--- src/rtl/if_fetch_stage.sv ---
// if_fetch_stage: instruction-fetch stage of the 5-stage pipeline.
//
// Owns the PC register and drives a synchronous instruction memory. The
// current PC goes out to an external PC+4 adder and its sum comes back as
// the sequential next PC. Fetched instructions are registered into the
// IF/ID handoff, which uses a valid/ready handshake. A one-entry skid buffer
// catches the response that is already in flight when decode stalls. A taken
// branch or jump from EX redirects the PC and flushes the stage.
//
// Ports:
//   clk            in   rising-edge clock
//   rst_n          in   asynchronous active-low reset
//   pc             out  current fetch PC (lhs of the PC+4 adder)
//   seq_pc         in   adder result, pc+4
//   imem_en        out  fetch issue strobe
//   imem_addr      out  fetch address (equals pc)
//   imem_rdata     in   instruction, valid one cycle after an imem_en cycle
//   redirect_valid in   branch/jump taken from EX
//   redirect_pc    in   redirect target (low two bits ignored)
//   id_ready       in   decode accepts IF/ID this cycle
//   if_valid       out  IF/ID holds an instruction
//   if_pc          out  PC of that instruction
//   if_instr       out  the instruction
//
// Optional feature (macro IF_PERF_CNT_EN):
//   perf_fetch_cnt out  accepted handshakes
//   perf_stall_cnt out  cycles with if_valid && !id_ready
//   perf_flush_cnt out  redirect cycles
//   All three saturate at 32'hFFFF_FFFF and do not affect the datapath.

module if_fetch_stage #(
    parameter int unsigned      XLEN     = 32,
    parameter logic [XLEN-1:0]  RESET_PC = '0
) (
    input  logic            clk,
    input  logic            rst_n,
    output logic [XLEN-1:0] pc,
    input  logic [XLEN-1:0] seq_pc,
    output logic            imem_en,
    output logic [XLEN-1:0] imem_addr,
    input  logic [31:0]     imem_rdata,
    input  logic            redirect_valid,
    input  logic [XLEN-1:0] redirect_pc,
    input  logic            id_ready,
    output logic            if_valid,
    output logic [XLEN-1:0] if_pc,
    output logic [31:0]     if_instr
`ifdef IF_PERF_CNT_EN
    ,
    output logic [31:0]     perf_fetch_cnt,
    output logic [31:0]     perf_stall_cnt,
    output logic [31:0]     perf_flush_cnt
`endif
);

    localparam logic [31:0] NOP_INSTR = 32'h0000_0013;

    logic [XLEN-1:0] pc_q, pc_d;
    logic            inflight_q, inflight_d;
    logic [XLEN-1:0] inflight_pc_q, inflight_pc_d;
    logic            out_valid_q, out_valid_d;
    logic [XLEN-1:0] out_pc_q, out_pc_d;
    logic [31:0]     out_instr_q, out_instr_d;
    logic            skid_full_q, skid_full_d;
    logic [XLEN-1:0] skid_pc_q, skid_pc_d;
    logic [31:0]     skid_instr_q, skid_instr_d;

    logic            out_free;
    logic            issue;

    // Word-aligned targets only; the two low bits are dropped on purpose.
    logic unused_redirect_lsb;
    assign unused_redirect_lsb = ^redirect_pc[1:0];

    // The output register can take new data if it is empty or being consumed.
    assign out_free = !out_valid_q || id_ready;

    // Never issue unless the response is guaranteed a slot next cycle: with
    // the skid full there is no room, and with a response already in flight
    // into a stalled output register that response will claim the skid.
    assign issue = !redirect_valid && !skid_full_q && !(inflight_q && !out_free);

    assign pc        = pc_q;
    assign imem_en   = issue;
    assign imem_addr = pc_q;
    assign if_valid  = out_valid_q;
    assign if_pc     = out_pc_q;
    assign if_instr  = out_instr_q;

    always_comb begin
        pc_d          = pc_q;
        inflight_d    = 1'b0;
        inflight_pc_d = inflight_pc_q;
        out_valid_d   = out_valid_q;
        out_pc_d      = out_pc_q;
        out_instr_d   = out_instr_q;
        skid_full_d   = skid_full_q;
        skid_pc_d     = skid_pc_q;
        skid_instr_d  = skid_instr_q;

        if (redirect_valid) begin
            // Flush: the in-flight response is dropped by leaving inflight_d
            // low, and any transfer happening this cycle still completes.
            pc_d        = {redirect_pc[XLEN-1:2], 2'b00};
            out_valid_d = 1'b0;
            skid_full_d = 1'b0;
        end else begin
            if (issue) begin
                pc_d          = seq_pc;
                inflight_d    = 1'b1;
                inflight_pc_d = pc_q;
            end

            if (inflight_q) begin
                if (out_free) begin
                    out_valid_d = 1'b1;
                    if (skid_full_q) begin
                        // Older skid entry goes first to keep issue order.
                        out_pc_d     = skid_pc_q;
                        out_instr_d  = skid_instr_q;
                        skid_pc_d    = inflight_pc_q;
                        skid_instr_d = imem_rdata;
                    end else begin
                        out_pc_d    = inflight_pc_q;
                        out_instr_d = imem_rdata;
                    end
                end else begin
                    skid_full_d  = 1'b1;
                    skid_pc_d    = inflight_pc_q;
                    skid_instr_d = imem_rdata;
                end
            end else if (out_free) begin
                if (skid_full_q) begin
                    out_valid_d = 1'b1;
                    out_pc_d    = skid_pc_q;
                    out_instr_d = skid_instr_q;
                    skid_full_d = 1'b0;
                end else begin
                    out_valid_d = 1'b0;
                end
            end
        end
    end

    always_ff @(posedge clk or negedge rst_n) begin
        if (!rst_n) begin
            pc_q          <= RESET_PC;
            inflight_q    <= 1'b0;
            inflight_pc_q <= '0;
            out_valid_q   <= 1'b0;
            out_pc_q      <= '0;
            out_instr_q   <= NOP_INSTR;
            skid_full_q   <= 1'b0;
            skid_pc_q     <= '0;
            skid_instr_q  <= NOP_INSTR;
        end else begin
            pc_q          <= pc_d;
            inflight_q    <= inflight_d;
            inflight_pc_q <= inflight_pc_d;
            out_valid_q   <= out_valid_d;
            out_pc_q      <= out_pc_d;
            out_instr_q   <= out_instr_d;
            skid_full_q   <= skid_full_d;
            skid_pc_q     <= skid_pc_d;
            skid_instr_q  <= skid_instr_d;
        end
    end

`ifdef IF_PERF_CNT_EN
    logic [31:0] fetch_cnt_q;
    logic [31:0] stall_cnt_q;
    logic [31:0] flush_cnt_q;

    function automatic logic [31:0] sat_inc(input logic [31:0] v);
        return (v == 32'hFFFF_FFFF) ? v : v + 32'd1;
    endfunction

    always_ff @(posedge clk or negedge rst_n) begin
        if (!rst_n) begin
            fetch_cnt_q <= '0;
            stall_cnt_q <= '0;
            flush_cnt_q <= '0;
        end else begin
            if (out_valid_q && id_ready) begin
                fetch_cnt_q <= sat_inc(fetch_cnt_q);
            end
            if (out_valid_q && !id_ready) begin
                stall_cnt_q <= sat_inc(stall_cnt_q);
            end
            if (redirect_valid) begin
                flush_cnt_q <= sat_inc(flush_cnt_q);
            end
        end
    end

    assign perf_fetch_cnt = fetch_cnt_q;
    assign perf_stall_cnt = stall_cnt_q;
    assign perf_flush_cnt = flush_cnt_q;
`endif

endmodule

--- config.mk ---
export PLATFORM = sky130hd
export DESIGN_NAME = if_fetch_stage
export DESIGN_NICKNAME = d
export VERILOG_FILES = /design/src/rtl/if_fetch_stage.sv
export SDC_FILE = /design/constraint.sdc
export NUM_CORES = 1
export LEC_CHECK = 0
export BUFFER_PORTS_ARGS = -buffer_cell sky130_fd_sc_hd__buf_2
export CORE_ASPECT_RATIO = 0.5
export CORE_UTILIZATION = 53
export DETAILED_ROUTE_END_ITERATION = 7
export PLACE_DENSITY = 0.9
export REMOVE_ABC_BUFFERS = 1
export SLEW_MARGIN = 20
export SYNTH_ARGS = -nofsm -noshare
export SYNTH_HDL_FRONTEND = slang
export SYNTH_SLANG_ARGS = --single-unit
--- constraint.sdc ---
create_clock -name clk -period 2 [get_ports clk]
set_input_delay 0.4 -clock clk [delete_from_list [all_inputs] [get_ports clk]]
set_output_delay 0.4 -clock clk [all_outputs]
set_load 0.05 [all_outputs]
# Word-level counts from Yosys, hierarchy flattened

Index checks and enable logic that the tools add are counted.

Input bits: 100
Flip-flop bits (word level): 195
Output and inout port bits: 130

Bitwise gates (word level): 1
Reduce and logical (&&, ||, !) cells: 17
Mux-type cells: 27
Equality and inequality tests: 2

Operator list:

| cell                                 | count |
|---|---|
| 32-bit two-way mux                   | 16 |
| 1-bit two-way mux                    | 11 |
| 3-bit AND reduction                  | 2 |
| 2-bit nonzero test                   | 3 |
| 1-bit zero test                      | 5 |
| 2-bit AND reduction                  | 2 |
| 1-bit logical AND                    | 3 |
| 3-bit != test, second input constant | 1 |
| 3-bit nonzero test                   | 1 |
| 2-bit != test, second input constant | 1 |
| 1-bit logical OR                     | 1 |
| 1-bit NOT                            | 1 |

# Logic depth before layout (Yosys ltp)

Depth after elaboration: 8
Mapped depth: 6
Gate-level depth less buffers: 3

# Worst setup path before layout

Ideal clock, no wire load.

Kind: register to output
Start: register out_valid_q, in the netlist if_valid
End: output imem_en
Buffers on the path: 3
Data required time: 1,600 ps
Stages on the path, launching flop included: 6
Path slack: -125 ps
Arrival: 1,725 ps
Path through: dfrtp_1 -> nor2b_1 -> buf_2 -> a211oi_1 -> buf_2 -> buf_2

Cells in the longest elaborated chain, start to end: 6

Ends and longest elaborated chain:

| what                   | RTL line | RTL |
|---|---|---|
| start, declared        | 61       | `logic out_valid_q, out_valid_d;` |
| start signal, assigned | 160      | `out_valid_q <= out_valid_d;` |
| 1-bit zero test        | 76       | `assign out_free = !out_valid_q \|\| id_ready;` |
| 1-bit logical OR       | 76       |  |
| 1-bit zero test        | 81       | `assign issue = !redirect_valid && !skid_full_q && !(inflight_q && !out_free);` |
| 1-bit logical AND      | 81       |  |
| 1-bit zero test        | 81       |  |
| 1-bit logical AND      | 81       |  |
| end, declared          | 39       | `output logic imem_en,` |

No other way between the ends.

# Worst setup path after layout

Start: register skid_full_q
End: output imem_en

Cells in the longest elaborated chain, start to end: 3

Ends and longest elaborated chain:

| what                            | RTL line | RTL |
|---|---|---|
| start, declared                 | 64       | `logic skid_full_q, skid_full_d;` |
| start signal, assigned          | 163      | `skid_full_q <= skid_full_d;` |
| 1-bit zero test                 | 81       |  |
| 1-bit logical AND (2 in series) | 81       |  |

No other way between the ends.

==> flow_metrics.py <==
metrics = {
    "outcome": {
        "status": "finished, final reports clean",
    },
    "placement": {
        "numPortBuffers": 227,
        "post-dp-hpwl_mm": 11.8,
        "place_ws_ns": 0.0433,
        "place.gp.congestion": 0.779,
        "place_area_mm2": 0.00976,
    },
    "grt": {
        "overflow": 0,
        "antenna_found_initial": 1,
        "first_global_vias": 5421,
        "track_usage": 0.214,
        "grt_pass1_wl_mm": 27.6,
        "grt_max_degree": 55,
    },
    "finish": {
        "syn_to_final_growth_pct": 22.4,
        "mostFrequentLayoutCell": "mux2_2",
        "final_area_mm2": 0.0104,
        "drive_gt1_frac": 0.665,
        "fin_nets": 870,
        "final_cell_mix": "mux2_2 (226), buf_2 (225), dfrtp_1 (189)",
    },
    "routing": {
        "met2WireLength_mm": 9.05,
        "first_iter_violations": 203,
        "route.detailed.drc": 0,
        "ant_nets": 0,
        "met3_length_um": 475,
        "wl_per_cell_um": 17.1,
        "num_vias": 5299,
        "highest_layer": "met4",
        "firstDrtPassIters": 4,
        "routed_wl_mm": 16.9,
        "wl_met1_mm": 7.15,
        "viasPerCell": 5.37,
    },
    "logic_synthesis": {
        "yosys.area.top_type": "dfrtp_1",
        "post_synth.cell_area_avg_um2": 15.0,
        "netlist_area_mm2": 0.00846,
        "synth.top_cell.area_share": 0.559,
        "seq_area_frac_synth": 0.578,
        "ys_types": 20,
        "synth_area_leaders": "dfrtp_1 (56%), mux2_2 (30%), a221o_1 (3.6%)",
        "ys_seq_elements": 195,
        "syn_inst": 565,
        "yosysWarningCount": 0,
    },
    "timing": {
        "skew_ns": 0.0111,
        "setup_viol": 0,
        "post-route-period-util": 0.927,
        "hold_viol_final": 0,
        "period_needed_ns": 1.85,
        "fmax_ghz": 0.539,
        "rsz0062_at_grt": "no",
        "tns_ns": 0,
        "setup_slack_ns": 0.146,
        "drv_slew": 0,
        "worst_slew_pin_slew_ns": 0.563,
        "whs_ns": 0.203,
        "slew_headroom": 0.623,
    },
    "worst_setup_path": {
        "worstPathRequired_ns": 1.60,
        "end_kind": "output pin",
        "r2r_setup_slack_ns": 0.22,
        "critPathMaxFanout": 6,
        "critPathKind": "reg -> out",
        "worst-r2r-cell-count": 4,
        "rr_startpoint": "if_valid",
        "reg2reg_to": "skid_pc_q[27]",
        "start_kind": "flop",
        "critPathArrivalTime_ns": 1.45,
    },
    "power": {
        "powerDensity_mw_per_mm2": 1390,
        "ir_drop_mv": 0.751,
        "leakage_uw": 0.00497,
        "p_total_uw": 14400,
    },
    "floorplan": {
        "design.core.area_mm2": 0.0155,
        "die_area_mm2": 0.0165,
        "initial_core_util": 0.546,
        "die_h_um": 91.3,
        "placementRows": 32,
        "io-pin-count": 230,
        "fp.dieW_um": 181,
    },
    "clock_network": {
        "cts_tree": "yes",
        "ctsRootBufferMaster": "clkbuf_16",
        "clock_latency_ns": 0.42,
        "cts_max_level": 4,
        "clock_sinks": 195,
        "cts_buffer_depth": 2,
        "cts_inserted_buffers": 17,
        "cts.reportedPaths.clkPinSlew_ns": 0.08,
    },
    "hold_path": {
        "holdPathEnd": "imem_addr[16]",
        "min_path_type": "in -> reg",
        "hp-start": "seq_pc[16]",
        "hold_depth": 2,
    },
    "job": {
        "maxCapViolations": 0,
    },
}
## worst max-delay path by stage
stage | startpoint | endpoint | slack, ns | depth (start not counted)
2_1_floorplan | if_valid | imem_addr[0] | -4.97 | 3
3_3_place_gp | id_ready | inflight_pc_q[29] | 0.07 | 6
3_5_place_dp | id_ready | inflight_pc_q[7] | 0.04 | 6
4_1_cts | inflight_q | imem_en | 0.11 | 2
5_1_grt | inflight_q | imem_en | 0.08 | 2
6_report | skid_full_q | imem_en | 0.15 | 3
## Yosys cell counts, drive strengths merged
cell    instances
mux2          226
dfrtp         189
buf            61
a221o          30
and2           30
clkbuf          6
dfstp           6
nor2b           4
a211oi          2
nor2            2
nor3            2
o21ai           2
a21oi           1
a22o            1
inv             1
nand2           1
nand2b          1
## state kept, by name, indices dropped and copies added, names as in the netlist
name and count:
skid_instr_q 32, inflight_q 1, if_pc 32, imem_addr 32, skid_full_q 1, if_instr 32
inflight_pc_q 32, if_valid 1, skid_pc_q 32
## area by class of cell
class | instances | area [um^2]
fill | 1113 | 5140
sequential | 195 | 4890
multi-input combinational | 302 | 3170
timing repair buffer | 253 | 1460
clock buffer | 19 | 453
tap | 204 | 255
clock inverter | 12 | 115
inverter | 1 | 3.75
antenna | 1 | 2.50
## cells by family after synthesis
logic type,Yosys count,synth area share
buffers and inverters,68,0.0510
AO/OA/AOI/OAI,36,0.0405
multiplexers,226,0.301
flip-flops,195,0.578
AND/OR/NAND/NOR,40,0.0297
## metal layers
metal,vias to the layer above,global-route usage
met5,-,0
met4,0,0.0734
met3,18,0.0393
met2,116,0.385
met1,2752,0.261
li1,2413,-
## critical path: stages, from the launching register on
cell and delay [ns]:
dfrtp_1 0.44, buf_4 0.19, a211oi_4 0.22, buf_6 0.20
## what timing repair did
item                                   CTS  global route
hold buffers                             1             0
setup endpoints to repair                1             0
setup buffers                            1             0
endpoints found under the hold margin   43             0
resized for setup                        4             0
## per-stage QoR
stage           util  cells
2_1_floorplan      -    498
4_1_cts        0.668    986
3_3_place_gp   0.630    954
3_5_place_dp   0.630    954
5_1_grt        0.668    986
6_report       0.668    987
## report_power, final
part	leakage, uW	switching (uW)	internal [uW]
registers	0.00237	638	5170
clock network	0.000282	1570	1710
logic	0.00231	3450	1830
total	0.00497	5660	8710
(Power assumes the default switching activity.)
